**src/rtl/caliptra_prim_debounce_edge_detector.sv**
```systemverilog
// Per-channel input debouncer with optional 2-flop synchronizer, edge pulses
// on the filtered level, and sticky mode-qualified events feeding one irq.
module caliptra_prim_debounce_edge_detector #(
  parameter int unsigned          Width      = 4,
  parameter int unsigned          CntWidth   = 8,
  parameter logic [Width-1:0]     ResetValue = '0,
  parameter bit                   EnSync     = 1'b1
) (
  input  logic                  clk_i,
  input  logic                  rst_i,
  input  logic [Width-1:0]      d_i,
  input  logic [Width-1:0]      en_i,
  input  logic [CntWidth-1:0]   debounce_i,
  input  logic [2*Width-1:0]    mode_i,
  input  logic [Width-1:0]      event_clr_i,
  output logic [Width-1:0]      q_filt_o,
  output logic [Width-1:0]      q_posedge_pulse_o,
  output logic [Width-1:0]      q_negedge_pulse_o,
  output logic [Width-1:0]      event_o,
  output logic                  irq_o
);

  logic [Width-1:0]    s;
  logic [Width-1:0]    q_filt_q, q_filt_d;
  logic [Width-1:0]    q_prev_q, q_prev_d;
  logic [Width-1:0]    event_q, event_d;
  logic [Width-1:0]    rise_sel, fall_sel;
  logic [Width-1:0]    pos_pulse, neg_pulse;
  logic [CntWidth-1:0] cnt_q [Width];
  logic [CntWidth-1:0] cnt_d [Width];

  if (EnSync) begin : g_sync
    logic [Width-1:0] sync1_q, sync1_d;
    logic [Width-1:0] sync2_q, sync2_d;

    always_comb begin
      sync1_d = d_i;
      sync2_d = sync1_q;
    end

    always_ff @(posedge clk_i) begin
      if (rst_i) begin
        sync1_q <= ResetValue;
        sync2_q <= ResetValue;
      end else begin
        sync1_q <= sync1_d;
        sync2_q <= sync2_d;
      end
    end

    assign s = sync2_q;
  end else begin : g_nosync
    assign s = d_i;
  end

  // Count consecutive enabled cycles where the synced input disagrees with the
  // filtered level; the count is consumed (reset) on the cycle it hits N.
  always_comb begin
    q_filt_d = q_filt_q;
    for (int unsigned i = 0; i < Width; i++) begin
      cnt_d[i] = '0;
      if (en_i[i] && (s[i] != q_filt_q[i])) begin
        if (cnt_q[i] >= debounce_i) begin
          q_filt_d[i] = s[i];
        end else begin
          cnt_d[i] = cnt_q[i] + CntWidth'(1);
        end
      end
    end
  end

  always_comb begin
    q_prev_d = q_filt_q;
    for (int unsigned i = 0; i < Width; i++) begin
      rise_sel[i] = mode_i[2*i];
      fall_sel[i] = mode_i[2*i+1];
    end
    pos_pulse = q_filt_q & ~q_prev_q;
    neg_pulse = ~q_filt_q & q_prev_q;
    // Set has priority over a same-cycle clear.
    event_d   = (event_q & ~event_clr_i) | (pos_pulse & rise_sel) | (neg_pulse & fall_sel);
  end

  // q_prev_q reloads ResetValue alongside q_filt_q so reset itself never pulses.
  always_ff @(posedge clk_i) begin
    if (rst_i) begin
      q_filt_q <= ResetValue;
      q_prev_q <= ResetValue;
      event_q  <= '0;
      for (int unsigned i = 0; i < Width; i++) begin
        cnt_q[i] <= '0;
      end
    end else begin
      q_filt_q <= q_filt_d;
      q_prev_q <= q_prev_d;
      event_q  <= event_d;
      for (int unsigned i = 0; i < Width; i++) begin
        cnt_q[i] <= cnt_d[i];
      end
    end
  end

  assign q_filt_o          = q_filt_q;
  assign q_posedge_pulse_o = pos_pulse;
  assign q_negedge_pulse_o = neg_pulse;
  assign event_o           = event_q;
  assign irq_o             = |event_q;

endmodule

```
**config.mk**
```make
export PLATFORM = sky130hd
export DESIGN_NAME = caliptra_prim_debounce_edge_detector
export DESIGN_NICKNAME = d
export VERILOG_FILES = /design/src/rtl/caliptra_prim_debounce_edge_detector.sv
export SDC_FILE = /design/constraint.sdc
export NUM_CORES = 1
export LEC_CHECK = 0
export ABC_AREA = 1
export BUFFER_PORTS_ARGS = -buffer_cell sky130_fd_sc_hd__buf_2
export CELL_PAD_IN_SITES_DETAIL_PLACEMENT = 1
export CELL_PAD_IN_SITES_GLOBAL_PLACEMENT = 2
export CORE_AREA = 3 3 98 100
export CTS_CLUSTER_SIZE = 28
export DETAILED_ROUTE_END_ITERATION = 10
export DIE_AREA = 0 0 101 103
export PLACE_DENSITY = 0.88
export SYNTH_ARGS = -nofsm -noshare
export SYNTH_HDL_FRONTEND = slang
export SYNTH_SLANG_ARGS = --single-unit
export TNS_END_PERCENT = 100
```
**constraint.sdc**
```tcl
create_clock -name clk_i -period 4.5 [get_ports clk_i]
set_clock_uncertainty 0.15 [all_clocks]
set_input_delay 0.45 -clock clk_i [delete_from_list [all_inputs] [get_ports clk_i]]
set_output_delay 0.45 -clock clk_i [all_outputs]
set_load 0.1 [all_outputs]
```
==> reports/metrics.yaml <==
rsz0062_at_grt: "false"
dr.pass1.iters: 4
synth_seq_cells: 52
postRouteAntennaNets: 0
cts_resized: 0
cts_inserted_buffers: 5
path_class: "reg -> out"
cp-startpoint: "q_filt_o[3]$_SDFFE_PP0P_"
end_kind: "primary output"
grt_use_met2_pct: 25.2
synth_area_um2: 3040
rows: 34
slowest_stage: "buf_2"
fin_crit_ns: 2.02
powerDensity_nw_per_um2: 243
maxSlewViolCount: 0
grtUsageMet1_pct: 18.4
fmax_mhz: 496
drv_cap: 0
drive_gt1_share_pct: 24.4
drt-initial-drc-count: 60
wirelength_mm: 6.76
diodes: 0
syn_area_per_cell_um2: 7.78
worst_slew_pin_slew_ns: 0.500
p_total_w: 0.000852
grt_pass1_vias: 2752
crit_fanout: 5
cts_tree: "built"
ioPinCount: 47
fin_nets: 508
fin_crit_sh_pct: 44.8
vias_per_cell: 4.49
synthCells: 391
clk_latency_ns: 0.32
die_h_um: 103
drt-wirelength-per-cell_um: 12.3
relSlewSlack_pct: 66.9
antenna_found_initial: 0
gr-total-overflow: 0
fin_ws_ns: 2.48
htreeDepth: 2
die_x_um: 101
cts_max_path_buffers: 2
ys_seq_area_share_pct: 34.2
synth_nets: 457
synth_top_area_share_pct: 34.2
finalSetupViolations: 0
arrival_ns: 1.42
clkSinkCount: 52
tns_ns: 0
root_buffer: "clkbuf_8"
status: "finished clean"
worstReg2RegStart: "cnt_q[3][0]$_SDFF_PP0_"
start_util_pct: 34.7
cp_top_family: "buffers and inverters"
yosys.area.top_type: "dfxtp_1"
path_buf_inv: 2
design.die.area_um2: 10400
grt_pass1_wl_mm: 12.2
grt_max_degree: 18
peakVddDrop_mv: 0.114
yosysWarnings: 0
finalHoldViolCount: 0
pre_cts_slack_ns: 2.49
synthTopCellsByArea: "dfxtp_1 34%, ha_1 15%, nand2_1 9.9%"
drc: 0
path_cells: "inv_1 > nor2_1 > buf_2"
cts_hold_buf: 0
path_clk_slew_ns: 0.09
use_met3_pct: 2.57
dp_hpwl_mm: 5.51
grt_busiest_layer: "met2"
port_buffers: 46
area_growth_pct: 15.2
post-route-util_pct: 40.0
worstHoldStart: "d_i[0]"
grt_usage_pct: 14.6
slowest_delay_ns: 0.45
via_count: 2475
hp-class: "in -> reg"
cp-start-kind: "flip-flop"
gp_congestion: 0.774
core_um2: 8760
synth.distinct_cells: 24
power.leakage_nw: 1.71
cts_setup_buffers: 0
crit_required_ns: 3.90
-- layer usage --
metal	share of wire [%]	wire length [um]	vias to the layer above
li1	-	-	1296
met3	4.8	321	9
met4	1.4	95	0
met1	48	3280	1120
met2	45	3060	50
met5	0	0	-
-- report_power, final --
| part | switching (W) | internal, W |
|---|---|---|
| clock network | 0.000162 | 0.000165 |
| logic | 0.0000355 | 0.0000230 |
| registers | 0.00000289 | 0.000464 |
-- layout make-up --
| type | instances | area, um^2 |
|---|---|---|
| Tap cell | 108 | 135 |
| Multi-Input combinational cell | 266 | 1720 |
| Inverter | 71 | 268 |
| Fill cell | 1111 | 5260 |
| Clock buffer | 6 | 72.6 |
| Timing Repair Buffer | 46 | 230 |
| Clock inverter | 2 | 35.0 |
| Sequential cell | 52 | 1040 |
-- cell usage after synthesis, drive strengths merged --
cell type and number:
a21oi 8, nand3 15, nor2 82, clkinv 1
and3 1, buf 2, nor3 1, nand4 6
xor2 10, o21ai 4, nand2 81, nand3b 1
dfxtp 52, xnor2 13, o211ai 4, a21o 4
ha 36, inv 70
-- cells by family after synthesis --
| kind of cell | Yosys count | share of synthesized area, % |
|---|---|---|
| xor+xnor | 23 | 6.63 |
| buf+inv | 73 | 9.14 |
| flops | 52 | 34.2 |
| fa+ha+maj | 36 | 14.8 |
| compound gates | 20 | 4.69 |
| simple gates | 187 | 30.5 |
-- cell usage in the layout, fill, tap and decap left out --
master	count
nand2_1	80
nand3_2	2
nor2_2	40
nand4_4	4
a21o_1	4
o21ai_2	2
a21oi_2	4
a21oi_1	4
nand3b_1	1
clkinv_2	2
clkbuf_8	5
and3_1	1
inv_1	70
o211ai_1	4
nand3_1	13
nand2_2	1
clkbuf_1	1
nor3_4	1
buf_2	46
ha_1	36
xor2_1	10
o21ai_1	2
xnor2_1	13
bufinv_16	1
dfxtp_1	52
nand4_1	2
nor2_1	42
-- flip-flops by register name (all words and copies together), names as in the netlist --
register / count
g_sync.sync1_q: 4
g_sync.sync2_q: 4
cnt_q: 32
event_o: 4
q_prev_q: 4
q_filt_o: 4
-- worst register-to-register path: cells and delay by family, from the launching register on --
kind | cells | cell delay [ns]
DFF | 1 | 0.42
and+or+nand+nor | 7 | 0.75
adders and majority gates | 1 | 0.27
buffers and inverters | 1 | 0.07
-- through the flow --
step,cell area (um^2),std cells,hold slack (ns)
floorplan,3040,391,0.238
global placement,3400,543,0.241
detailed placement,3400,543,0.248
CTS,3500,551,0.174
global route,3500,551,0.188
finish,3500,551,0.185
-- path summary, 6_finish.rpt --
check | end | slack, ns | cells after the start
setup / recovery | q_posedge_pulse_o[3] | 2.48 | 3
hold / removal | g_sync.sync1_q[0]$_SDFF_PP0_ | 0.18 | 3
setup reg to reg | cnt_q[3][1]$_SDFF_PP0_ | 2.77 | 9
hold reg to reg | g_sync.sync2_q[1]$_SDFF_PP0_ | 0.26 | 2
Power figures use the tool's default switching activity.
